[config.mk]
export PLATFORM = sky130hd
export DESIGN_NAME = drive_sequencer
export DESIGN_NICKNAME = d
export VERILOG_FILES = /design/src/rtl/drive_pkg.sv /design/src/rtl/seq_timer.sv /design/src/rtl/drive_sequencer.sv
export SDC_FILE = /design/constraint.sdc
export NUM_CORES = 1
export LEC_CHECK = 0
export CAP_MARGIN = 10
export CORE_UTILIZATION = 61
export CTS_CLUSTER_SIZE = 10
export DETAILED_ROUTE_END_ITERATION = 10
export PLACE_DENSITY = 0.86
export SKIP_CTS_REPAIR_TIMING = 1
export SYNTH_ARGS = -nofsm -noshare
export SYNTH_HDL_FRONTEND = slang
export SYNTH_HIERARCHICAL = 1
export SYNTH_SLANG_ARGS = --single-unit
[constraint.sdc]
create_clock -name clk -period 12.4 [get_ports clk]
set_input_delay 1.24 -clock clk [delete_from_list [all_inputs] [get_ports clk]]
set_output_delay 1.24 -clock clk [all_outputs]
set_load 0.02 [all_outputs]
[src/rtl/drive_pkg.sv]
// Shared types and constants for the drive sequencer: FSM state encoding,
// pending-event encoding, motor command codes and contact direction codes.
package drive_pkg;

  typedef enum logic [2:0] {
    S_IDLE   = 3'd0,
    S_FWD    = 3'd1,
    S_BACKUP = 3'd2,
    S_TURN   = 3'd3,
    S_PAUSE  = 3'd4,
    S_ESCAPE = 3'd5
  } state_t;

  typedef enum logic [1:0] {
    PEND_NONE  = 2'd0,
    PEND_FRONT = 2'd1,
    PEND_REAR  = 2'd2
  } pend_t;

  localparam logic [1:0] MOT_STOP  = 2'b00;
  localparam logic [1:0] MOT_FWD   = 2'b01;
  localparam logic [1:0] MOT_REV   = 2'b10;
  localparam logic [1:0] MOT_BRAKE = 2'b11;

  localparam logic [3:0] DIR_FRONT = 4'b0011;
  localparam logic [3:0] DIR_REAR  = 4'b1100;

  typedef struct packed {
    logic [1:0] l;
    logic [1:0] r;
  } motor_t;

  // Motor pair driven while sitting in a given state.
  function automatic motor_t motor_of(state_t s);
    motor_t m;
    case (s)
      S_FWD:    m = '{l: MOT_FWD,   r: MOT_FWD};
      S_BACKUP: m = '{l: MOT_REV,   r: MOT_REV};
      S_TURN:   m = '{l: MOT_FWD,   r: MOT_REV};
      S_PAUSE:  m = '{l: MOT_BRAKE, r: MOT_BRAKE};
      S_ESCAPE: m = '{l: MOT_FWD,   r: MOT_FWD};
      default:  m = '{l: MOT_STOP,  r: MOT_STOP};
    endcase
    return m;
  endfunction

  // True for the timed maneuver states.
  function automatic logic is_busy(state_t s);
    return (s == S_BACKUP) || (s == S_TURN) || (s == S_PAUSE) || (s == S_ESCAPE);
  endfunction

endpackage

[src/rtl/seq_timer.sv]
// Free-running state timer: cleared on request, otherwise counts up.
// done flags the last cycle of a window of 'limit' cycles.
module seq_timer #(
  parameter int CNT_W = 25
) (
  input  logic             clk,
  input  logic             rst_n,
  input  logic             clear,
  input  logic [CNT_W-1:0] limit,
  output logic             done
);

  logic [CNT_W-1:0] r_count;

  // Count cycles since the last clear.
  // NOTE: sequential state uses non-blocking assignments so every register
  // samples the pre-edge value of its inputs, independent of statement order.
  always_ff @(posedge clk or negedge rst_n) begin
    if (!rst_n) begin
      r_count <= '0;
    end else if (clear) begin
      r_count <= '0;
    end else begin
      r_count <= r_count + 1'b1;
    end
  end

  assign done = (r_count == (limit - 1'b1));

endmodule

[src/rtl/drive_sequencer.sv]
// Evasive drive sequencer: turns debounced contact codes into timed motor
// maneuvers (backup/turn/pause after a front hit, forward escape after a
// rear hit), with a one-deep pending slot for events during a maneuver.
module drive_sequencer
  import drive_pkg::*;
#(
  parameter int BACKUP_CYC = 12_500_000,
  parameter int TURN_CYC   = 6_250_000,
  parameter int PAUSE_CYC  = 2_500_000,
  parameter int ESCAPE_CYC = 12_500_000,
  parameter int CNT_W      = 25
) (
  input  logic       clk,
  input  logic       rst_n,
  input  logic       enable,
  input  logic [3:0] dir,
  output logic [1:0] motor_l,
  output logic [1:0] motor_r,
  output logic [2:0] state,
  output logic       busy,
  output logic [7:0] drop_cnt
);

  state_t           r_state;
  pend_t            r_pend;
  motor_t           r_mot;
  logic             r_busy;
  logic [7:0]       r_drop_cnt;
  logic [3:0]       r_dir_q;

  state_t           w_next;
  pend_t            w_pend_next;
  logic             w_drop;
  logic             w_front_ev;
  logic             w_rear_ev;
  logic             w_done;
  logic             w_tmr_clr;
  logic [CNT_W-1:0] w_limit;

  // Edge-detect the contact codes; nothing is seen while disabled.
  assign w_front_ev = enable && (dir == DIR_FRONT) && (r_dir_q != DIR_FRONT);
  assign w_rear_ev  = enable && (dir == DIR_REAR)  && (r_dir_q != DIR_REAR);

  // Select the dwell length of the state currently being timed.
  // NOTE: every combinational output gets a default before any branch so no
  // path leaves it unassigned, which would otherwise infer a latch.
  always_comb begin
    w_limit = CNT_W'(BACKUP_CYC);
    case (r_state)
      S_TURN:   w_limit = CNT_W'(TURN_CYC);
      S_PAUSE:  w_limit = CNT_W'(PAUSE_CYC);
      S_ESCAPE: w_limit = CNT_W'(ESCAPE_CYC);
      default:  ;
    endcase
  end

  // Timer restarts on every state entry and is held at zero while disabled.
  assign w_tmr_clr = !enable || (w_next != r_state);

  seq_timer #(.CNT_W(CNT_W)) u_timer (
    .clk   (clk),
    .rst_n (rst_n),
    .clear (w_tmr_clr),
    .limit (w_limit),
    .done  (w_done)
  );

  // Next-state, pending-slot and drop decisions.
  always_comb begin
    w_next      = r_state;
    w_pend_next = r_pend;
    w_drop      = 1'b0;
    if (!enable) begin
      w_next      = S_IDLE;
      w_pend_next = PEND_NONE;
    end else begin
      case (r_state)
        S_IDLE: w_next = S_FWD;
        S_FWD: begin
          if (w_front_ev)     w_next = S_BACKUP;
          else if (w_rear_ev) w_next = S_ESCAPE;
        end
        S_ESCAPE: begin
          if (w_front_ev) begin
            w_next = S_BACKUP;
          end else begin
            w_drop = w_rear_ev;
            if (w_done) w_next = S_FWD;
          end
        end
        S_BACKUP, S_TURN, S_PAUSE: begin
          if ((r_state == S_PAUSE) && w_done && (w_front_ev || w_rear_ev)) begin
            // Event on the last pause cycle is serviced directly; front wins
            // and whatever was pending is displaced.
            w_drop      = (r_pend != PEND_NONE);
            w_next      = (w_front_ev || (r_pend == PEND_FRONT)) ? S_BACKUP : S_ESCAPE;
            w_pend_next = PEND_NONE;
          end else begin
            if (w_front_ev) begin
              w_pend_next = PEND_FRONT;
              w_drop      = (r_pend != PEND_NONE);
            end else if (w_rear_ev) begin
              if (r_pend == PEND_NONE) w_pend_next = PEND_REAR;
              else                     w_drop      = 1'b1;
            end
            if (w_done) begin
              case (r_state)
                S_BACKUP: w_next = S_TURN;
                S_TURN:   w_next = S_PAUSE;
                default: begin
                  w_pend_next = PEND_NONE;
                  if (r_pend == PEND_FRONT)     w_next = S_BACKUP;
                  else if (r_pend == PEND_REAR) w_next = S_ESCAPE;
                  else                          w_next = S_FWD;
                end
              endcase
            end
          end
        end
        default: w_next = S_IDLE;
      endcase
    end
  end

  // FSM state and registered outputs, all decoded from the next state.
  always_ff @(posedge clk or negedge rst_n) begin
    if (!rst_n) begin
      r_state    <= S_IDLE;
      r_pend     <= PEND_NONE;
      r_mot      <= '{l: MOT_STOP, r: MOT_STOP};
      r_busy     <= 1'b0;
      r_drop_cnt <= '0;
      r_dir_q    <= '0;
    end else begin
      r_dir_q <= dir;
      r_state <= w_next;
      r_pend  <= w_pend_next;
      r_mot   <= motor_of(w_next);
      r_busy  <= is_busy(w_next);
      if (w_drop && (r_drop_cnt != 8'hFF)) begin
        r_drop_cnt <= r_drop_cnt + 8'd1;
      end
    end
  end

  assign motor_l  = r_mot.l;
  assign motor_r  = r_mot.r;
  assign state    = r_state;
  assign busy     = r_busy;
  assign drop_cnt = r_drop_cnt;

endmodule

---- Word-level counts from Yosys, hierarchy flattened ----
Index checks and enable logic that the tools add are counted.
cells by class
  bitwise operators ....................... 0
  order comparisons ....................... 0
  equality and inequality tests ........... 20
  mux-type cells .......................... 30
  shift operators ......................... 0
  add/subtract/negate cells ............... 3
  multipliers ............................. 0
  divide/modulo/power cells ............... 0
  reductions and logical operators ........ 20
operators by type and width
  kind                     number
  $pmux W24 S2             1
  $mux W3                  10
  $add A25 B1 Y25 const B  1
  $eq A25 B25 Y1           1
  $mux W25                 1
  $sub A24 B1 Y25 const B  1
  $mux W2                  8
  $pmux W4 S4              1
  $eq A3 B2 Y1 const B     4
  $eq A3 B3 Y1 const B     4
  $pmux W3 S4              1
  $add A8 B1 Y8 const B    1
  $ne A8 B8 Y1 const B     1
  $logic_and A1 B1 Y1      7
  $eq A3 B1 Y1 const B     2
  $logic_or A1 B1 Y1       6
  $mux W1                  6
  $pmux W3 S2              1
  $eq A4 B2 Y1 const B     1
  $eq A4 B4 Y1 const B     1
  $ne A4 B2 Y1 const B     1
  $ne A4 B4 Y1 const B     1
  $reduce_or A2 Y1         2
  $logic_not A3 Y1         1
  other kinds (9)          9
storage, ports and cells
  word-level logic and storage cells ...... 81
  output and inout port bits .............. 16
  latch bits .............................. 0
  register bits ........................... 47
  input bits .............................. 7
  ROM bits ................................ 0
  bits in writable memories ............... 0
  memories kept ........................... 0

---- Logic depth before layout (Yosys ltp) ----
  word-level depth ........................ 13
  gate-level depth with buffers ........... 21
  gate-level depth less buffers ........... 17

---- Hierarchy ----
The synthesis kept the hierarchy.
modules (own cells, without submodules)
  module           cells each  sequential area each (um2)  times used  area an instance (um2)
  seq_timer        241         625.6                       1           2043.2
  drive_sequencer  129         550.5                       1           1281.2

---- Worst setup path before layout ----
No wires, ideal clock.
  path kind ............................... register to register
  start ................................... register r_state[1] (netlist: state[1])
  end ..................................... register u_timer.r_count[11]
  arrival time ............................ 5723 ps
  path slack .............................. 6545 ps
  library setup time ...................... 132 ps
  required time ........................... 12268 ps
  stages on the path, launching flop included .. 22
  period minus slack after synthesis ...... 5855 ps
  buffers on the path ..................... 4
  cells stage by stage .................... dfrtp_1 > buf_2 > and2b_2 > and2_1 > inv_1 > or3_1 > buf_6 > nor3_1 > mux2i_1 > mux2i_1 > a22oi_1 > or4_4 > a211oi_2 > inv_1 > o311a_1 > or2_0 > o32ai_2 > nor3_1 > o311ai_2 > clkbuf_1 > clkbuf_1 > nor2_1
on the way
  word-level cells in the longest chain between the ends .. 12
  elaborated cells between the ends (all ways) .. 24
  classes of those cells .................. add/sub (1); eq/ne (7); mux (11); reduce/logical (5)
ends and longest elaborated chain
  what                                          RTL line                RTL
  from (decl)                                   drive_sequencer.sv:24   state_t r_state;
  from (signal assigned)                        drive_sequencer.sv:136  r_state <= w_next;
  $eq A3 B3 Y1 or $eq A3 B2 Y1 (tied branches)  drive_sequencer.sv:49   case (r_state)
  $pmux W24 S2 (*)                              drive_sequencer.sv:49
  net w_limit[14]                               drive_sequencer.sv:38   logic [CNT_W-1:0] w_limit;
  $sub A24 B1 Y25 (*)                           seq_timer.sv:28         assign done = (r_count == (limit - 1'b1));
  $eq A25 B25 Y1 (*)                            seq_timer.sv:28
  net w_done                                    drive_sequencer.sv:36   logic w_done;
  $logic_and A1 B1 Y1 (2 in series)             drive_sequencer.sv:92   if ((r_state == S_PAUSE) && w_done && (w_front_ev || w_rear_ev)) begin
  $mux W3                                       drive_sequencer.sv:92
  $pmux W3 S4 (*)                               drive_sequencer.sv:77   case (r_state)
  $mux W3 (*)                                   drive_sequencer.sv:73   if (!enable) begin
  net w_next[0]                                 drive_sequencer.sv:31   state_t w_next;
  $ne A3 B3 Y1 (*)                              drive_sequencer.sv:58   assign w_tmr_clr = !enable || (w_next != r_state);
  $logic_or A1 B1 Y1 (*)                        drive_sequencer.sv:58
  net w_tmr_clr                                 drive_sequencer.sv:37   logic w_tmr_clr;
  $mux W25 (*)                                  seq_timer.sv:21         end else if (clear) begin
  to (signal assigned)                          seq_timer.sv:24         r_count <= r_count + 1'b1;
  to (decl)                                     seq_timer.sv:13         logic [CNT_W-1:0] r_count;
The timed path passes the listed nets; every way through them passes the cells marked *.
A chain may end at the register's enable or synchronous reset.

---- Final worst setup path ----
  start ................................... register r_state[2] (netlist: state[2])
  end ..................................... register u_timer.r_count[23]
The elaborated chain is that of the path after synthesis.

==> results.yml <==
sta:
  period_share_pct: 53.38
  fmax_mhz: 151.1
  fin_crit_ns: 6.619
  finalSetupViolations: 0
  slew_headroom_pct: 32.22
  fin_skew_ns: 0.007606
  worst_pin_slew_ns: 1.017
  setup_slack_ns: 5.781
  drv_slew: 0
  setup_tns_ns: 0
  finalHoldViolations: 0
  rsz0062_at_grt: "false"
layout:
  fin_cells: 487
  layout_common_cells: "dfrtp_1, nor2_1, xnor2_1"
  antennaDiodeCount: 0
  final_common_cell: "dfrtp_1"
  syn_to_final_growth_pct: 13.40
  nets: 426
  drive_gt1_share_pct: 7.194
yosys:
  yosysSeqAreaShare_pct: 35.38
  netlist_instances: 370
  async_reset_ff_share_pct: 100.0
  syn_area_per_cell_um2: 8.985
  synth_edf_count: 0
  syn_area_um2: 3324
  yosys_warnings: 6
  yosys.cell_types.count: 73
  synth_seq_cells: 47
  synthFlopType: "dfrtp_1"
floorplanning:
  core_area_um2: 5172
  io_pins: 23
  die_h_um: 75.83
  dieArea_um2: 5749
  die_x_um: 75.83
  initial_core_util_pct: 64.27
  core.rowCount: 26
critical_path:
  arrival_ns: 6.81
  crit_path_max_fanout: 25
  r2r_start: "state[2]"
  worst-r2r-cell-count: 18
  crit_path_end_kind: "register"
  startpoint_type: "register"
  criticalPathCategory: "reg2reg"
  critPathLaunch: "state[2]"
  required_ns: 12.59
grt:
  grt_antenna_before_repair: 0
  grtUsageTotal_pct: 27.79
  grt_pass1_wl_um: 11970
  grt_pass1_vias: 2629
  grt_max_degree: 48
  grt_overflow: 0
detailed_routing:
  wl_um: 7091
  wl_per_cell_um: 14.56
  drt_iter0_drc: 248
  viasPerCell: 5.678
  drc: 0
  detail_route.first_pass.iterations: 4
  num_vias: 2765
  drtAntennaViolNets: 0
clock_tree:
  cts_max_path_buffers: 2
  root_buffer: "clkbuf_8"
  clkSlewWorstSetupHoldPaths_ns: 0.09
  htree_levels: 2
  cts-buffers-inserted: 5
  cts_tree: "built"
  insertion_delay_ns: 0.31
  clkSinkCount: 47
placement:
  io_buffers: 22
  dpl.hpwl_um: 4975
  post-place-ws_ns: 5.916
  place_inst: 479
  gp_congestion: 0.9875
power:
  p_leak_nw: 1.518
  ir_drop_mv: 0.08187
  p_per_area_nw_per_um2: 73.93
worst_hold_path:
  holdPathStages: 1
  min_from: "drop_cnt[6]"
  hp-class: "reg2reg"
outcome:
  status: "completed"
run:
  maxCapViolCount: 0
[area by class of cell]
cell class	count	area (um2)
Multi-Input combinational cell	325	2138
Fill cell	391	1403
Sequential cell	47	1176
Timing Repair Buffer	23	222.7
Tap cell	70	87.58
Clock buffer	5	68.82
Inverter	14	52.55
Clock inverter	3	23.77
[flip-flops by register name (all words and copies together), names as in the netlist]
name             count
r_dir_q              4
motor_r              2
drop_cnt             8
u_timer/r_count     25
r_pend               2
motor_l              2
busy                 1
state                3
[cells by family (layout without fill, tap and decap cells)]
family / count (synthesis) / after routing / synth area share, %
xor gates and xnor gates: 60 / 60 / 15.81
muxes: 3 / 3 / 0.9409
DFF: 47 / 47 / 35.38
and+or+nand+nor: 172 / 172 / 30.75
AOI/OAI and AO/OA: 54 / 54 / 11.97
adders and majority gates: 3 / 3 / 1.129
buffers and inverters: 29 / 45 / 3.801
other: 2 / 33 / 0.2259
[Yosys cell counts (3+ instances only)]
cell type | count | share of area (%)
and3_1 | 9 | 1.7
o211a_1 | 3 | 0.90
xnor2_1 | 35 | 9.2
o21ai_0 | 10 | 1.5
clkbuf_1 | 8 | 0.90
buf_2 | 4 | 0.60
xor2_1 | 25 | 6.6
o31ai_1 | 3 | 0.68
dfrtp_1 | 47 | 35
ha_1 | 3 | 1.1
and3b_1 | 3 | 0.79
or3_1 | 6 | 1.1
or4_4 | 3 | 1.0
and4_1 | 3 | 0.79
a211o_1 | 3 | 0.79
nand3_1 | 14 | 2.1
nand2_1 | 23 | 2.6
and2_1 | 3 | 0.56
nand4_1 | 10 | 1.9
nor2b_1 | 5 | 0.94
nand2b_1 | 4 | 0.75
inv_1 | 14 | 1.6
nor2_1 | 35 | 4.0
a21oi_1 | 13 | 2.0
or4_1 | 3 | 0.68
nor3_1 | 15 | 2.3
nor4_1 | 9 | 1.7
nand4b_1 | 4 | 1.1
[worst max-delay path: stages (launching register included)]
cell and delay, ns:
dfrtp_1 0.54, and2b_2 0.32, and2_1 0.74, inv_1 0.49, or3_1 0.62, nor4_1 0.44, nand3_1 0.15, o31ai_1 0.10
nand4_1 0.16, or4_4 0.56, a211oi_2 0.42, inv_1 0.14, o311a_1 0.40, or2_0 0.22, o32ai_2 0.38, nor3_1 0.10
o311ai_2 0.27, buf_4 0.32, nor2_1 0.10
[report_power, final]
group | leakage, nW | switching (mW) | internal [mW] | total (mW)
registers | 0.640 | 0.00224 | 0.155 | 0.157
clock network | 0.0408 | 0.0548 | 0.0403 | 0.0952
logic | 0.838 | 0.0158 | 0.0104 | 0.0262
[path summary, 6_finish.rpt]
check                      slack (ns)             endpoint
max in group asynchronous       10.66  u_timer/r_count[14]
hold / removal                   0.50          drop_cnt[6]
setup / recovery                 5.78  u_timer/r_count[23]
setup reg to reg                 5.78  u_timer/r_count[23]
hold reg to reg                  0.50          drop_cnt[6]
min in group asynchronous        1.10          drop_cnt[0]
[routing by layer]
layer | global-route usage, % | up-vias | part of all wire [%]
met5 | 0 | - | 0
met4 | 9.259 | 0 | 1.4
met3 | 5.159 | 7 | 4.7
met2 | 47.98 | 62 | 49
met1 | 35.06 | 1317 | 44
li1 | - | 1379 | -
[metrics by stage]
step                      cell area (um2)  utilization (%)  hold WS, ns  total power [mW]
after floorplan                      3441                -       0.4836            0.1763
after global placement               3677            71.09       0.4785            0.1857
after detailed placement             3677            71.09       0.4933            0.1860
after CTS                            3770            72.88       0.5076            0.2815
after global routing                 3770            72.88       0.5197            0.2897
final                                3770            72.88       0.5047            0.2787
Power figures use the tool's default switching activity.
==> RTL edit 1, RTL diff (same flow settings) <==
`CNT_W` is set to 25 in 2 places; all go to 50.
--- a/src/rtl/seq_timer.sv
+++ b/src/rtl/seq_timer.sv
@@ -1,7 +1,7 @@
 // Free-running state timer: cleared on request, otherwise counts up.
 // done flags the last cycle of a window of 'limit' cycles.
 module seq_timer #(
-  parameter int CNT_W = 25
+  parameter int CNT_W = 50
 ) (
   input  logic             clk,
   input  logic             rst_n,
--- a/src/rtl/drive_sequencer.sv
+++ b/src/rtl/drive_sequencer.sv
@@ -8,7 +8,7 @@
   parameter int TURN_CYC   = 6_250_000,
   parameter int PAUSE_CYC  = 2_500_000,
   parameter int ESCAPE_CYC = 12_500_000,
-  parameter int CNT_W      = 25
+  parameter int CNT_W      = 50
 ) (
   input  logic       clk,
   input  logic       rst_n,
Behaviour: same outputs for any inputs over 10 cycles, from zero or initial values and one cycle with rst_n low; that may be too few to reach the edited logic, so the function may still have changed.
==> RTL edit 1 against the original RTL <==
Critical path depth increased by 1. Clock skew rose by 0.0025 ns. Count of clock-buffer cells in the layout grew 5. Maximum frequency is 3.7% higher. Cell area increased by 68%. Sequential cell count up 25. Area after synthesis up 65%. Worst setup slack better by 0.24 ns. Total power grew 64%. Synthesized cell count rose by 70%. Routed wire length rose by 81%. Largest power group unchanged.
==> RTL edit 1: results <==
metrics = {
    "sta": {
        "clock_skew_ns": 0.0101,
        "fin_crit_ns": 6.38,
        "max_slew_margin": 0.0629,
    },
    "detailed_routing": {
        "routed.top_layer": "met4",
        "initialDrtViolationCount": 232,
        "met1_length_mm": 5.60,
        "viasPerCell": 5.67,
        "drt-pass1-iter-count": 5,
        "drt-total-wl_mm": 12.8,
        "dr_wl_met3_um": 569,
        "dr_wl_met2_mm": 6.45,
    },
    "placed_design": {
        "place_ws_ns": 6.15,
        "place.gp.congestion": 0.899,
        "placed_area_um2": 6140,
        "dp_cells": 846,
        "hpwl_mm": 9.44,
    },
    "synth": {
        "yosysUniqueCellTypes": 82,
        "synth.yosys.seq_area_share": 0.328,
        "synth.area.top_cells": "dfrtp_1 (33%), xnor2_1 (10%), xor2_1 (9.1%), nor2_1 (4.9%), nand3_1 (2.9%)",
        "synthArstFlopShare": 1.00,
        "synth_common_cells": "dfrtp_1 (72), nor2_1 (71), xnor2_1 (65)",
        "syn_inst": 630,
        "synth_warnings": 6,
    },
    "clocking": {
        "htreeDepth": 3,
        "numCtsBuffers": 9,
        "insertion_delay_ns": 0.35,
        "clk_pin_slew_ns": 0.08,
    },
    "final_layout": {
        "n_fill_cell": 676,
        "largest_reg_flops": 50,
        "fin_nets": 759,
        "stdcell_count": 862,
        "drive_gt1_frac": 0.0637,
        "antenna_cells": 0,
        "top_register": "u_timer/r_count",
    },
    "grt": {
        "grt_pass1_vias": 4838,
        "grt_pass1_wl_mm": 22.1,
        "grt.total_usage": 0.285,
        "grt_max_degree": 73,
    },
    "pwr": {
        "total_leakage_power_nw": 2.65,
        "swShare": 0.275,
        "peakVddDrop_v": 0.0000790,
    },
    "setup_path": {
        "slowest_delay_ns": 0.59,
        "reg2reg_from": "state[2]",
        "critPathMaxFanout": 50,
        "endpoint_kind": "flop",
        "r2r_end": "u_timer/r_count[18]",
        "r2r_setup_slack_ns": 6.02,
        "cp_data_arrival_time_ns": 6.58,
        "reg2reg_depth": 19,
        "cpLargestDelayFamily": "simple AND/OR/NAND/NOR gates",
        "critPathSlowestCell": "and2_1",
    },
    "hold_path": {
        "min_path_type": "reg2reg",
    },
    "outcome": {
        "status": "finished clean",
    },
}
RTL edit 1: cell types whose count changed after synthesis, sizes merged, moves of 12 or more:
cell,unedited run,this run
clkbuf,9,24
dfrtp,47,72
nand2,23,35
nand3,15,32
nand4,10,24
nor2,36,72
xnor2,35,65
xor2,25,57
RTL edit 1: worst register-to-register path, delay by kind of cell, from the launching register on:
| kind | cells | cell delay [ns] |
|---|---|---|
| AND/OR/NAND/NOR | 10 | 3.14 |
| AO/OA/AOI/OAI | 5 | 1.47 |
| buffers and inverters | 3 | 0.99 |
| flip-flops | 1 | 0.53 |
| XOR/XNOR | 1 | 0.10 |
RTL edit 1: through the flow:
step                total power (W)   util
floorplan                  0.000274      -
global placement           0.000287  0.704
detailed placement         0.000288  0.704
CTS                        0.000461  0.725
global route               0.000476  0.725
finish                     0.000458  0.725
RTL edit 1: kinds of logic (layout without fill, tap and decap cells):
family,count (synthesis),count (layout),share of synthesized area
buffers and inverters,46,56,0.0397
other,2,116,0.00137
XOR/XNOR,122,122,0.195
AO/OA/AOI/OAI,81,81,0.108
adder cells (fa/ha/maj),3,3,0.00684
AND/OR/NAND/NOR,300,300,0.314
multiplexers,4,4,0.00752
flip-flops,72,72,0.328
RTL edit 1: worst min-delay path by stage:
stage,from,to,slack (ns),cells past startpoint
2_1_floorplan,u_timer/r_count[0],u_timer/r_count[0],0.49,1
3_3_place_gp,drop_cnt[6],drop_cnt[6],0.48,1
3_5_place_dp,drop_cnt[6],drop_cnt[6],0.49,1
4_1_cts,drop_cnt[6],drop_cnt[6],0.50,1
5_1_grt,drop_cnt[6],drop_cnt[6],0.53,1
6_report,drop_cnt[6],drop_cnt[6],0.50,1
RTL edit 1: area by class of cell:
cell class,count,area [µm²],area share
Clock buffer,10,138,0.0218
Timing Repair Buffer,25,238,0.0376
Inverter,15,56.3,0.00891
Tap cell,108,135,0.0214
Clock inverter,6,43.8,0.00693
Multi-Input combinational cell,626,3910,0.618
Sequential cell,72,1800,0.285
RTL edit 1: metal layers:
layer / up-vias / global-route usage
li1: 2376 / -
met1: 2362 / 0.371
met2: 132 / 0.485
met3: 21 / 0.0426
met4: 0 / 0.0941
met5: - / 0
RTL edit 1: power by group through the flow:
stage	Clock (W)	Sequential, W	Combinational, W
2_1_floorplan	0	0.000244	0.0000306
3_3_place_gp	0	0.000243	0.0000440
3_5_place_dp	0	0.000243	0.0000450
4_1_cts	0.000177	0.000239	0.0000453
5_1_grt	0.000184	0.000239	0.0000530
6_report	0.000172	0.000239	0.0000471
==> RTL edit 2, RTL diff (same settings) <==
Without the edit above. Reset style: synchronous (`rst_n`), changed in 2 clocked blocks.
--- a/src/rtl/seq_timer.sv
+++ b/src/rtl/seq_timer.sv
@@ -15,7 +15,7 @@
   // Count cycles since the last clear.
   // NOTE: sequential state uses non-blocking assignments so every register
   // samples the pre-edge value of its inputs, independent of statement order.
-  always_ff @(posedge clk or negedge rst_n) begin
+  always_ff @(posedge clk) begin
     if (!rst_n) begin
       r_count <= '0;
     end else if (clear) begin
--- a/src/rtl/drive_sequencer.sv
+++ b/src/rtl/drive_sequencer.sv
@@ -123,7 +123,7 @@
   end
 
   // FSM state and registered outputs, all decoded from the next state.
-  always_ff @(posedge clk or negedge rst_n) begin
+  always_ff @(posedge clk) begin
     if (!rst_n) begin
       r_state    <= S_IDLE;
       r_pend     <= PEND_NONE;
Formal check against the unedited RTL: differs if rst_n is asserted again (counterexample within 4 cycles, from zero or initial values and one cycle with rst_n low); with rst_n held inactive, the same outputs for 10 cycles.
==> RTL edit 2 against the original RTL <==
Combinational power shrank 16%. Critical endpoint is now u_timer/r_count[22]. Area after synthesis increased by 1.9%. Largest cell class unchanged. Routed wire length grew 1.8%. Worst setup slack improved by 0.85 ns. Total power down 4.9%. Highest routed layer unchanged. First-iteration DRC count is 20% lower. Cell area grew 1.3%. Clock power fell by 6.3%. Sequential cell count is the same. Count of clock-buffer cells in the layout increased by 2.
==> RTL edit 2: results <==
metrics = {
    "outcome": {
        "status": "finished clean",
    },
    "synth": {
        "synth.yosys.seq_area_share": 0.278,
        "synth_warnings": 6,
        "muxShareOfSynthArea": 0.0122,
        "synth.area.top_cells": "dfxtp_1 (28%), xor2_1 (6.5%), xnor2_1 (6.2%), nor2_1 (4.8%), nand4_1 (2.8%)",
        "synth-xor-area-share": 0.127,
        "synthArstFlopShare": 0,
        "synth_common_cells": "dfxtp_1 (47), nor2_1 (43), xor2_1 (25)",
        "yosysUniqueCellTypes": 83,
        "synth_compound_area_frac": 0.178,
        "synth_fa_ha_area_frac": 0.0111,
    },
    "clocking": {
        "htreeDepth": 2,
        "clk_path_buf_depth": 2,
        "clk_pin_slew_ns": 0.08,
        "numCtsBuffers": 5,
        "root_buffer": "clkbuf_8",
    },
    "setup_path": {
        "endpoint": "u_timer/r_count[22]",
        "crit_start": "state[1]",
        "cpLargestDelayFamily": "simple AND/OR/NAND/NOR gates",
        "reg2reg_depth": 18,
        "r2r_setup_slack_ns": 6.63,
        "slowest_delay_ns": 0.58,
        "critPathSlowestCell": "dfxtp_1",
    },
    "detailed_routing": {
        "drt-total-wl_mm": 7.22,
        "drt-pass1-iter-count": 7,
        "dr_wl_met2_mm": 3.28,
        "met1_length_mm": 3.45,
        "initialDrtViolationCount": 198,
        "routed.top_layer": "met4",
        "dr_wl_met3_um": 291,
        "viasPerCell": 5.77,
    },
    "placed_design": {
        "portBuffers": 22,
        "place.gp.congestion": 0.902,
        "place_ws_ns": 6.75,
        "hpwl_mm": 5.33,
    },
    "hold_path": {
        "hold_path.startpoint": "drop_cnt[5]",
        "worstHoldEndpoint": "drop_cnt[5]",
        "min_path_type": "reg2reg",
        "min_delay_path_depth": 2,
    },
    "final_layout": {
        "antenna_cells": 0,
        "fin_nets": 481,
        "drive_gt1_frac": 0.0593,
    },
    "pwr": {
        "swShare": 0.241,
        "powerComb_w": 0.0000220,
        "pwr-share-seq": 0.580,
        "total_leakage_power_nw": 1.39,
        "peakVddDrop_v": 0.0000696,
    },
    "grt": {
        "grt.total_usage": 0.256,
        "grt_util_met1": 0.334,
        "use_met3": 0.0359,
        "grt_pass1_wl_mm": 12.4,
        "grt_max_degree": 26,
        "antenna_found_initial": 0,
        "grt_pass1_vias": 2793,
        "gr-usage-met2": 0.417,
        "overflow": 0,
    },
    "sta": {
        "fmax_mhz": 173,
        "tightest_slew_ns": 0.926,
        "clock_skew_ns": 0.00278,
        "worst_hold_slack_ns": 0.489,
    },
}
[RTL edit 2: worst register-to-register path: cells and delay by family, from the launching register on]
| kind | cells | cell delay [ns] |
|---|---|---|
| compound gates | 6 | 1.48 |
| buf+inv | 3 | 0.81 |
| flops | 1 | 0.58 |
| simple gates | 9 | 2.82 |
[RTL edit 2: per-stage QoR]
step	total power, W	instances	area [µm²]
3_3_place_gp	0.000178	534	3740
3_5_place_dp	0.000179	534	3740
2_1_floorplan	0.000173	462	3550
5_1_grt	0.000275	542	3820
6_report	0.000265	542	3820
4_1_cts	0.000266	542	3820
[RTL edit 2: layout make-up]
class                           instances  area (µm²)
Tap cell                               70        87.6
Timing Repair Buffer                   24         235
Clock inverter                          1        5.00
Inverter                               17        63.8
Sequential cell                        47         941
Fill cell                             437        1420
Multi-Input combinational cell        376        2410
Clock buffer                            7        76.3
